File: src/rtl/template_ram_writer.sv
// Captures one frame of a pixel stream into a single-port template RAM, packing
// pixels LSB-first into words written sequentially from address 0.
module template_ram_writer #(
  parameter int c_ADDR_WIDTH = 10,
  parameter int c_DATA_WIDTH = 32,
  parameter int c_PIX_WIDTH  = 8,
  parameter int c_NUM_WORDS  = 1024
) (
  input  logic                                  clk,
  input  logic                                  rst,
  input  logic                                  start,
  input  logic                                  abort,
  input  logic [c_PIX_WIDTH-1:0]                pix_data,
  input  logic                                  pix_valid,
  input  logic                                  pix_sof,
  input  logic                                  pix_eof,
  output logic                                  pix_ready,
  output logic [c_ADDR_WIDTH-1:0]               ram_addr,
  output logic [c_DATA_WIDTH-1:0]               ram_wr_data,
  output logic                                  ram_wr_en,
  output logic [c_DATA_WIDTH/c_PIX_WIDTH-1:0]   ram_wr_byte_en,
  output logic                                  busy,
  output logic                                  done,
  output logic                                  short_frame
);

  localparam int LANES  = c_DATA_WIDTH / c_PIX_WIDTH;
  localparam int LANE_W = (LANES > 1) ? $clog2(LANES) : 1;
  localparam logic [c_ADDR_WIDTH-1:0] LAST_WORD = c_ADDR_WIDTH'(c_NUM_WORDS - 1);
  localparam logic [LANE_W-1:0]       LAST_LANE = LANE_W'(LANES - 1);

  // Pixel handshake: a pixel transfers on a rising edge where pix_valid and
  // pix_ready are both high; pix_ready is registered and only high while
  // waiting for sof or filling, so it never depends on the current inputs.
  typedef enum logic [2:0] {
    IDLE     = 3'd0,
    WAIT_SOF = 3'd1,
    FILL     = 3'd2,
    FLUSH    = 3'd3,
    DONE     = 3'd4
  } state_t;

  state_t                  state;
  logic [LANE_W-1:0]       lane_cnt;
  logic [c_DATA_WIDTH-1:0] word_buf;
  logic [c_ADDR_WIDTH-1:0] word_cnt;
  logic                    full_hit;

  logic [LANE_W-1:0]       base_lane;
  logic [c_DATA_WIDTH-1:0] base_buf;
  logic [c_ADDR_WIDTH-1:0] base_wc;
  logic [c_DATA_WIDTH-1:0] fill_buf;
  logic [LANES-1:0]        fill_mask;
  logic                    last_lane;
  logic                    last_word;
  logic                    take;

  // An sof pixel restarts the word from lane 0 at address 0, dropping partial lanes.
  always_comb begin
    base_lane = pix_sof ? '0 : lane_cnt;
    base_buf  = pix_sof ? '0 : word_buf;
    base_wc   = pix_sof ? '0 : word_cnt;
    fill_buf  = base_buf;
    fill_buf[int'(base_lane)*c_PIX_WIDTH +: c_PIX_WIDTH] = pix_data;
    for (int k = 0; k < LANES; k++) begin
      fill_mask[k] = (k <= int'(base_lane));
    end
    last_lane = (base_lane == LAST_LANE);
    last_word = (base_wc == LAST_WORD);
    take      = pix_valid && pix_ready && ((state == FILL) || pix_sof);
  end

  always_ff @(posedge clk) begin
    if (rst) begin
      state          <= IDLE;
      lane_cnt       <= '0;
      word_buf       <= '0;
      word_cnt       <= '0;
      full_hit       <= 1'b0;
      pix_ready      <= 1'b0;
      ram_addr       <= '0;
      ram_wr_data    <= '0;
      ram_wr_en      <= 1'b0;
      ram_wr_byte_en <= '0;
      busy           <= 1'b0;
      done           <= 1'b0;
      short_frame    <= 1'b0;
    end else begin
      ram_wr_en      <= 1'b0;
      ram_wr_byte_en <= '0;
      done           <= 1'b0;
      if (abort && (state != IDLE)) begin
        state     <= IDLE;
        pix_ready <= 1'b0;
        busy      <= 1'b0;
        lane_cnt  <= '0;
        word_buf  <= '0;
      end else begin
        case (state)
          IDLE: begin
            if (start) begin
              state       <= WAIT_SOF;
              pix_ready   <= 1'b1;
              busy        <= 1'b1;
              short_frame <= 1'b0;
              ram_addr    <= '0;
              word_cnt    <= '0;
              lane_cnt    <= '0;
              word_buf    <= '0;
            end
          end
          WAIT_SOF, FILL: begin
            if (take) begin
              if (last_lane || pix_eof) begin
                // Word complete or frame ended: present the write next cycle.
                ram_wr_en      <= 1'b1;
                ram_wr_data    <= fill_buf;
                ram_wr_byte_en <= fill_mask;
                ram_addr       <= base_wc;
                word_cnt       <= base_wc + 1'b1;
                lane_cnt       <= '0;
                word_buf       <= '0;
                if (last_lane && last_word) begin
                  state     <= FLUSH;
                  pix_ready <= 1'b0;
                  full_hit  <= 1'b1;
                end else if (pix_eof) begin
                  state     <= FLUSH;
                  pix_ready <= 1'b0;
                  full_hit  <= 1'b0;
                end else begin
                  state <= FILL;
                end
              end else begin
                lane_cnt <= base_lane + 1'b1;
                word_buf <= fill_buf;
                word_cnt <= base_wc;
                state    <= FILL;
                if (pix_sof) begin
                  ram_addr <= '0;
                end
              end
            end
          end
          FLUSH: begin
            state       <= DONE;
            busy        <= 1'b0;
            done        <= 1'b1;
            short_frame <= !full_hit;
          end
          DONE: begin
            state <= IDLE;
          end
          default: begin
            state <= IDLE;
          end
        endcase
      end
    end
  end

endmodule

File: config.mk
export PLATFORM = sky130hd
export DESIGN_NAME = template_ram_writer
export DESIGN_NICKNAME = d
export VERILOG_FILES = /design/src/rtl/template_ram_writer.sv
export SDC_FILE = /design/constraint.sdc
export NUM_CORES = 1
export LEC_CHECK = 0
export CAP_MARGIN = 20
export CORE_MARGIN = 8
export CORE_UTILIZATION = 57
export DETAILED_ROUTE_END_ITERATION = 16
export PLACE_DENSITY = 0.84
export SYNTH_ARGS = -nofsm -noshare
export SYNTH_HDL_FRONTEND = slang
export SYNTH_SLANG_ARGS = --single-unit
File: constraint.sdc
create_clock -name clk -period 5.01 [get_ports clk]
set_clock_uncertainty 0.05 [all_clocks]
set_input_delay 1.002 -clock clk [delete_from_list [all_inputs] [get_ports clk]]
set_output_delay 1.002 -clock clk [all_outputs]
set_load 0.01 [all_outputs]
After elaboration in Yosys (flattened, before gate mapping)
Cells that the tools add are included.
- bits in registers: 99
- equality and inequality tests: 10
- order comparisons: 3
- reductions and logical operators: 25
- shifts and indexed selects: 2
- bitwise logic cells: 4
- mux-type cells: 39
- add/sub/neg operators: 3
- operator list (cell ; count):
    2-to-1 mux 32 bit ; 4
    2-to-1 mux 10 bit ; 7
    one-hot mux 32 bit (2 select lines) ; 1
    one-hot mux 10 bit (2 select lines) ; 2
    negator 5 -> 33 bit ; 1
    variable shift 8 x 33 -> 32 bit (first input constant) ; 1
    indexed part select 8 x 33 -> 32 bit ; 1
    bitwise mux 32 bit ; 1
    AND reduction 5 bit ; 3
    2-to-1 mux 1 bit ; 12
    adder 10 x 1 -> 10 bit (second input constant) ; 1
    equality test 10 bit (second input constant) ; 1
    2-to-1 mux 3 bit ; 3
    one-hot mux 3 bit (3 select lines) ; 1
    2-to-1 mux 2 bit ; 4
    AND reduction 4 bit ; 2
    equality test 3 x 2 -> 1 bit (second input constant) ; 2
    != test 2 bit (second input constant) ; 3
    != test 3 bit (second input constant) ; 2
    one-hot mux 1 bit (2 select lines) ; 3
    AND reduction 3 bit ; 2
    nonzero test 2 bit ; 3
    OR reduction 5 bit ; 1
    <= comparator 2 bit (first input constant) ; 2
    other kinds (14) ; 23

Longest topological paths before layout
Gate-level depths: netlist of run 1.
- word-level depth: 7
- mapped depth: 12
- mapped depth without buffers: 9

Worst setup path before layout of run 1
No wires, ideal clock.
- kind: input-to-reg
- from: in pix_sof
- to: reg ram_wr_data[0]
- data required time: 4828 ps
- slack: 1850 ps
- stages on the path: 12
- library setup time: 132 ps
- arrival: 2978 ps
- cell sequence: inv_1 > nand2_1 > inv_1 > ha_1 > or2_2 > clkbuf_2 > nand3b_1 > or4_1 > buf_4 > buf_6 > a221oi_1 > nor3_1
- word-level cells in the longest chain between the ends: 4
- RTL lines (what ; line ; RTL):
    start, declared ; 15 ; input logic pix_sof,
    2-to-1 mux 2 bit ; 60 ; base_lane = pix_sof ? '0 : lane_cnt;
    negator 5 -> 33 bit / equality test 2 bit (equally long branches) ; 64, 68 ;
    indexed part select 8 x 33 -> 32 bit (tied with other cells) ; 64 ; fill_buf[int'(base_lane)*c_PIX_WIDTH +: c_PIX_WIDTH] = pix_data;
    bitwise mux 32 bit / AND reduction 4 bit (equally long branches) ; -- ;
    end signal, assigned ; 117 ; ram_wr_data <= fill_buf;
    end, declared ; 19 ; output logic [c_DATA_WIDTH-1:0] ram_wr_data,
Several ways; a longest one is shown, not always the timed one.
A chain may end at the register's enable or synchronous reset.

Worst setup path after layout of run 1
- from: in pix_sof
- to: reg ram_wr_data[3]
Same word-level chain as after synthesis.

==> results of run 1 <==
-- cells by family (layout without fill, tap and decap cells) --
group | Yosys count | after routing | synth area share, %
and+or+nand+nor | 224 | 224 | 25.8
AOI/OAI and AO/OA | 121 | 121 | 19.4
DFF | 98 | 98 | 47.2
buffers and inverters | 40 | 98 | 4.79
adders and majority gates | 8 | 8 | 2.41
xor gates and xnor gates | 1 | 1 | 0.392
-- cell usage in the layout (no fill, tap or decap), types with 5 or more instances in the layout --
master / instances
dfxtp_1: 98
nand2_1: 69
clkdlybuf4s50_1: 64
o21ai_0: 53
nor2_1: 47
nor3_1: 46
a221oi_1: 32
nand3_1: 21
inv_1: 13
a21oi_1: 9
clkbuf_8: 9
ha_1: 8
nor2b_1: 5
o22ai_1: 5
-- how the worst max path moves through the flow --
| stage | cells after the start | start | endpoint |
|---|---|---|---|
| after floorplan | 12 | pix_sof | ram_wr_data[0] |
| after global placement | 10 | pix_sof | ram_wr_data[28] |
| after detailed placement | 10 | pix_sof | ram_wr_data[7] |
| after CTS | 10 | pix_sof | ram_wr_data[7] |
| after global routing | 10 | pix_sof | ram_wr_data[30] |
| final | 10 | pix_sof | ram_wr_data[3] |
-- routing by layer --
metal  vias up  GRT usage [%]
met5         -              0
met4         0           8.71
met3        23           4.95
met2       202           35.0
met1      1885           29.7
li1       1894              -
-- stage by stage --
| step | setup WS [ns] | power [W] |
|---|---|---|
| 3_5_place_dp | 0.620 | 0.000924 |
| 5_1_grt | 0.778 | 0.00148 |
| 3_3_place_gp | 0.823 | 0.000921 |
| 2_1_floorplan | 1.85 | 0.000877 |
| 4_1_cts | 0.999 | 0.00143 |
| 6_report | 0.935 | 0.00143 |
-- layout make-up --
type                            count  area [um2]  share of cell area [%]
Timing Repair Buffer               69         676                    13.5
Multi-Input combinational cell    354        2000                    39.9
Clock inverter                      6        73.8                    1.47
Inverter                           13        48.8                   0.973
Sequential cell                    98        1960                    39.1
Tap cell                           99         124                    2.47
Clock buffer                       10         128                    2.55
-- registers in the layout (all words and copies together) (netlist names) --
name,flops
full_hit,1
busy,1
word_cnt,10
state,3
short_frame,1
ram_wr_data,32
done,1
ram_wr_byte_en,4
lane_cnt,2
word_buf,32
pix_ready,1
ram_addr,10
-- synth_stat cells, drive strengths merged --
| cell | count | area [um2] |
|---|---|---|
| and3 | 3 | 18.8 |
| o21ai | 53 | 265 |
| nor3b | 2 | 20.0 |
| nor4 | 5 | 37.5 |
| nor2 | 47 | 176 |
| and4bb | 1 | 12.5 |
| nand2 | 69 | 259 |
| or3 | 4 | 25.0 |
| nand4 | 4 | 25.0 |
| xor2 | 1 | 16.3 |
| nor4bb | 1 | 10.0 |
| o2111ai | 2 | 17.5 |
| o221a | 1 | 11.3 |
| a31oi | 2 | 12.5 |
| o32ai | 1 | 8.76 |
| nand4b | 1 | 8.76 |
| a22o | 1 | 8.76 |
| a21o | 1 | 7.51 |
| a21oi | 9 | 45.0 |
| ha | 8 | 100 |
| nand3b | 4 | 30.0 |
| o211ai | 3 | 22.5 |
| a211oi | 2 | 20.0 |
| a221oi | 32 | 280 |
| and2 | 1 | 6.26 |
| inv | 13 | 48.8 |
| clkbuf | 11 | 42.5 |
| dfxtp | 98 | 1960 |
| nor2b | 5 | 31.3 |
| o21a | 1 | 7.51 |
| or2 | 3 | 18.8 |
| buf | 16 | 108 |
| a311oi | 2 | 17.5 |
| nand2b | 4 | 25.0 |
| o21bai | 1 | 7.51 |
| or4 | 1 | 7.51 |
| o22ai | 5 | 31.3 |
| nor3 | 47 | 240 |
| nor4b | 1 | 15.0 |
| a31o | 1 | 8.76 |
| nand3 | 21 | 105 |
| o31ai | 2 | 15.0 |
| a211o | 2 | 17.5 |
-- power breakdown --
part / switching (W) / internal, W
registers: 0.00000684 / 0.000785
logic: 0.0000827 / 0.0000350
clock network: 0.000286 / 0.000237
-- worst min-delay path, stage by stage (launching register included) --
cell,delay (ns)
dfxtp_1,0.32
nand2_1,0.05
a21oi_1,0.05
==> reports/metrics.cfg, run 1 <==
[status]
status = finished clean

[pwr]
power_density_nw_per_um2 = 286
ir_drop_mv = 0.250
total_leakage_power_nw = 1.71

[min_path]
min_to = lane_cnt[0]
min_delay_path_depth = 2
min_from = lane_cnt[0]
hold_path_class = register to register

[sta]
relSlewSlack_pct = 24.0
post-route-min-period_ns = 4.07
setup-tns-final_ns = 0
holdWs_ns = 0.410
finalCritPeriodShare_pct = 81.3
setup_viol = 0
tightest_slew_ns = 1.14
max_freq_mhz = 245
rsz0062_at_grt = false
finalMaxSlewViolations = 0
hold_violations = 0

[drt]
top_layer_used = met4
drc = 0
drt-initial-drc-count = 331
routed_via_density = 6.17
wl_met2_um = 5320
met3WireLength_um = 1080
met1_length_um = 4940
vias = 4004
wire_per_inst_um = 17.8
wl_um = 11500
firstDrtPassIters = 6
antenna_left = 0

[yosys]
synth_seq_cells = 98
synth_area_um2 = 4150
syn_area_per_cell_um2 = 8.44
seq_area_frac_synth_pct = 47.2
syn_nets = 515
ys_types = 52
synthCells = 492
yosysWarnings = 0

[worst_setup_path]
r2r-end = ram_wr_data[3]
crit_family = simple AND/OR/NAND/NOR gates
r2r-start = lane_cnt[0]
reg2regPathDepth = 8
end_kind = register
worstSetupPathType = primary input to register
crit_top_cell = inv_1
critPathBufInv = 3
startpoint_type = primary input
cp_max_fo = 34
cp_slowest_cell = or4_1
slowest_delay_ns = 0.96
cp.arrival_ns = 4.23
rrSetupSlack_ns = 1.89
cp_cell_sequence = clkdlybuf4s50_1 -> inv_1 -> nand2_1 -> inv_1 -> ha_1 -> or2_2 -> nand3b_1 -> or4_1 -> a221oi_1 -> nor3_1
required_ns = 5.16

[finish]
area_growth_pct = 20.7
drive_gt1_share_pct = 5.64
fin_util_pct = 70.2
stdcell_count = 649
fill_cells = 617
finalInstanceArea_um2 = 5010
nets = 568
antennaDiodeCount = 0

[clock_tree]
cts_hold_buf = 0
h-tree-depth = 3
clockBufferDepth = 2
cts-root-buf = clkbuf_8
clock_latency_ns = 0.36
cts_made_buffers = 9
cts-resized-gates = 0
post_cts.repair.setup_buffers = 0
cts.clk_slew.worst_paths_ns = 0.09
cts_tree = yes
clock-sinks = 98

[die]
dieHeight_um = 101
die_area_um2 = 10300
start_util_pct = 58.2
fp.coreArea_um2 = 7140
die_w_um = 101
std_cell_rows = 31
top_level_ports = 66

[place]
port_buffers = 65
hpwl_um = 7870
gp_congestion = 0.925
post-place-cells = 633
dpl_cell_area_um2 = 4810

[global_route]
grt_overflow = 0
grt_usage_pct = 22.5
grt_max_degree = 52
grt_pass1_vias = 3778
antenna_found_initial = 0
grt_pass1_wl_um = 18500

[flow_run]
cap_violations = 0

Note: power is estimated with default switching activity, not from simulation.
==> run 2, diff against run 1 <==
Settings changed: CORE_UTILIZATION 57 to 53, PLACE_DENSITY 0.84 to 0.79.
Clock period 5.01 ns to 4.1 ns, I/O delays scaled along.
==> run 2 against run 1 <==
Non-clock buffer count grew 6. Critical path depth grew 1. Via count rose by 0.42%. Sequential power increased by 22%. First-iteration DRC count decreased by 1.5%. Design area up 1.3%. Routed wire length increased by 1.6%. Cell count rose by 1.4%. Register-to-register slack worse by 0.60 ns. Count of clock-buffer cells in the layout unchanged.
==> reports/metrics.cfg, run 2 (synthesis results as in run 1) <==
[sta]
rsz0062_at_grt = false
max_freq_mhz = 279
holdWs_ns = 0.409  ; -0.00139 ns
setup-tns-final_ns = 0  ; unchanged
relSlewSlack_pct = 47.1  ; +23 points
fin_ws_ns = 0.518  ; -0.417 ns
post-route-min-period_ns = 3.58
setup_viol = 0  ; unchanged
tightest_slew_ns = 0.787  ; -0.352 ns
finalCritPeriodShare_pct = 87.4
hold_violations = 0  ; unchanged
finalMaxSlewViolations = 0  ; unchanged

[status]
status = finished clean

[global_route]
grt_overflow = 0  ; unchanged
use_met2_pct = 32.4  ; -2.6 points
antenna_found_initial = 0  ; unchanged
grt_pass1_wl_um = 19400  ; +5.1%
gr-max-usage-layer = met2
grt_use_met3_pct = 4.30  ; -0.65 points
grt_pass1_vias = 3780  ; +0.053%
use_met1_pct = 28.8  ; -0.92 points
grt_max_degree = 51  ; -1.9%
grt_usage_pct = 21.6  ; -0.95 points

[drt]
drt-initial-drc-count = 326  ; -1.5%
firstDrtPassIters = 5  ; -1
drc = 0  ; unchanged
routed_via_density = 6.11  ; -0.95%
wire_per_inst_um = 17.8  ; +0.22%
antenna_left = 0  ; unchanged
vias = 4021  ; +0.42%
wl_um = 11700  ; +1.6%

[clock_tree]
post_cts.repair.setup_buffers = 0  ; unchanged
cts_tree = yes
cts-root-buf = clkbuf_8
h-tree-depth = 3  ; unchanged
clock_latency_ns = 0.37  ; about the same
clockBufferDepth = 2  ; unchanged
clock-sinks = 98  ; unchanged
cts-resized-gates = 0  ; unchanged
cts_made_buffers = 9  ; unchanged
cts_hold_buf = 0  ; unchanged
cts.clk_slew.worst_paths_ns = 0.09  ; about the same

[pwr]
sw_frac_of_total_pct = 25.1  ; -1.1 points
power_density_nw_per_um2 = 355  ; +24%
ir_drop_mv = 0.264  ; +5.4%
p_clk_share_pct = 38.0  ; +1.5 points
power.internal_w = 0.00135  ; +28%
power.total_w = 0.00180  ; +26%
comb_power_share_pct = 8.3  ; about the same
total_leakage_power_nw = 1.75  ; +2.2%
p_sw_w = 0.000453  ; +21%
seqPwrFrac_pct = 53.7  ; -1.5 points

[finish]
fin_util_pct = 66.4  ; -3.9 points
nets = 574  ; +1.1%
largestRegisters = ram_wr_data x32, word_buf x32
antennaDiodeCount = 0  ; unchanged
drive_gt1_share_pct = 6.65  ; +1.0 points
final_common_cell = dfxtp_1
area_growth_pct = 22.2
final_cell_mix = dfxtp_1 (98), nand2_1 (69), clkdlybuf4s50_1 (64), o21ai_0 (53), nor2_1 (47)
fill_cells = 654  ; +6.0%

[min_path]
hold_path_class = register to register

[worst_setup_path]
cp.arrival_ns = 3.77  ; -0.46 ns
cp_slowest_cell = or4_1
worstSetupPathType = primary input to register
cp_cell_sequence = clkdlybuf4s50_1 -> inv_1 -> nand2_1 -> inv_1 -> ha_1 -> or2_2 -> nand3b_1 -> or4_1 -> buf_4 -> a221oi_1 -> nor3_1
crit_top_cell = inv_1
crit_family = simple AND/OR/NAND/NOR gates
critPathBufInv = 4  ; +1
cp_max_fo = 36  ; +5.9%
end_kind = register
startpoint_type = primary input
slowest_delay_ns = 0.45  ; -0.51 ns
required_ns = 4.29  ; -0.87 ns

[place]
pre_cts_ws_ns = 0.193  ; -0.427 ns
port_buffers = 65  ; unchanged
gp_congestion = 0.924  ; about the same
hpwl_um = 8030  ; +2.1%

[die]
fp.coreArea_um2 = 7650  ; +7.2%
top_level_ports = 66  ; unchanged
start_util_pct = 54.3  ; -3.9 points
die_w_um = 105  ; +3.1%
dieHeight_um = 105  ; +3.1%
die_area_um2 = 10900  ; +6.3%
std_cell_rows = 32  ; +3.2%

[flow_run]
cap_violations = 0  ; unchanged

-- run 2: changes by cell type in the layout (fill, tap and decap cells not counted), sizes merged --
cell / delta
buf: +6
inv: -1
bufinv: +1
-- run 2: metal layers --
metal | routed length, um | vias up
li1 | - | 1908
met4 | 309 | 0
met2 | 5270 | 187
met1 | 5170 | 1891
met3 | 975 | 35
met5 | 0 | -
-- run 2: power groups by stage --
stage	sequential (W)	clock [W]	combinational [W]
after global routing	0.000969	0.000729	0.000161
after detailed placement	0.000990	0	0.000146
final	0.000968	0.000685	0.000150
after floorplan	0.000988	0	0.0000837
after global placement	0.000989	0	0.000142
after CTS	0.000967	0.000688	0.000147
-- run 2: layout make-up --
cell class,instances,area [um2],share of cell area [%]
Clock buffer,10,128,2.51
Clock inverter,6,88.8,1.75
Inverter,13,48.8,0.961
Multi-Input combinational cell,354,2000,39.4
Sequential cell,98,1960,38.6
Tap cell,102,128,2.51
Timing Repair Buffer,75,721,14.2
-- run 2: worst paths after layout --
kind	startpoint	endpoint	slack [ns]	depth (start not counted)
max	pix_sof	ram_wr_data[10]	0.52	11
min	lane_cnt[0]	lane_cnt[0]	0.41	2
max reg2reg	lane_cnt[0]	ram_wr_data[10]	1.29	9
min reg2reg	lane_cnt[0]	lane_cnt[0]	0.41	2
-- run 2: worst reg2reg max path: stages, from the launching register on --
cell and delay (ns):
dfxtp_1 0.34, nand2_1 0.16, inv_1 0.22, ha_1 0.30, or2_2 0.20, nand3b_1 0.21
or4_1 0.45, buf_4 0.26, a221oi_1 0.41, nor3_1 0.08
-- run 2: stage by stage --
| stage | instance area (um2) | std cells |
|---|---|---|
| 2_1_floorplan | 4150 | 492 |
| 3_3_place_gp | 4860 | 642 |
| 3_5_place_dp | 4860 | 642 |
| 4_1_cts | 5080 | 658 |
| 5_1_grt | 5080 | 658 |
| 6_report | 5080 | 658 |
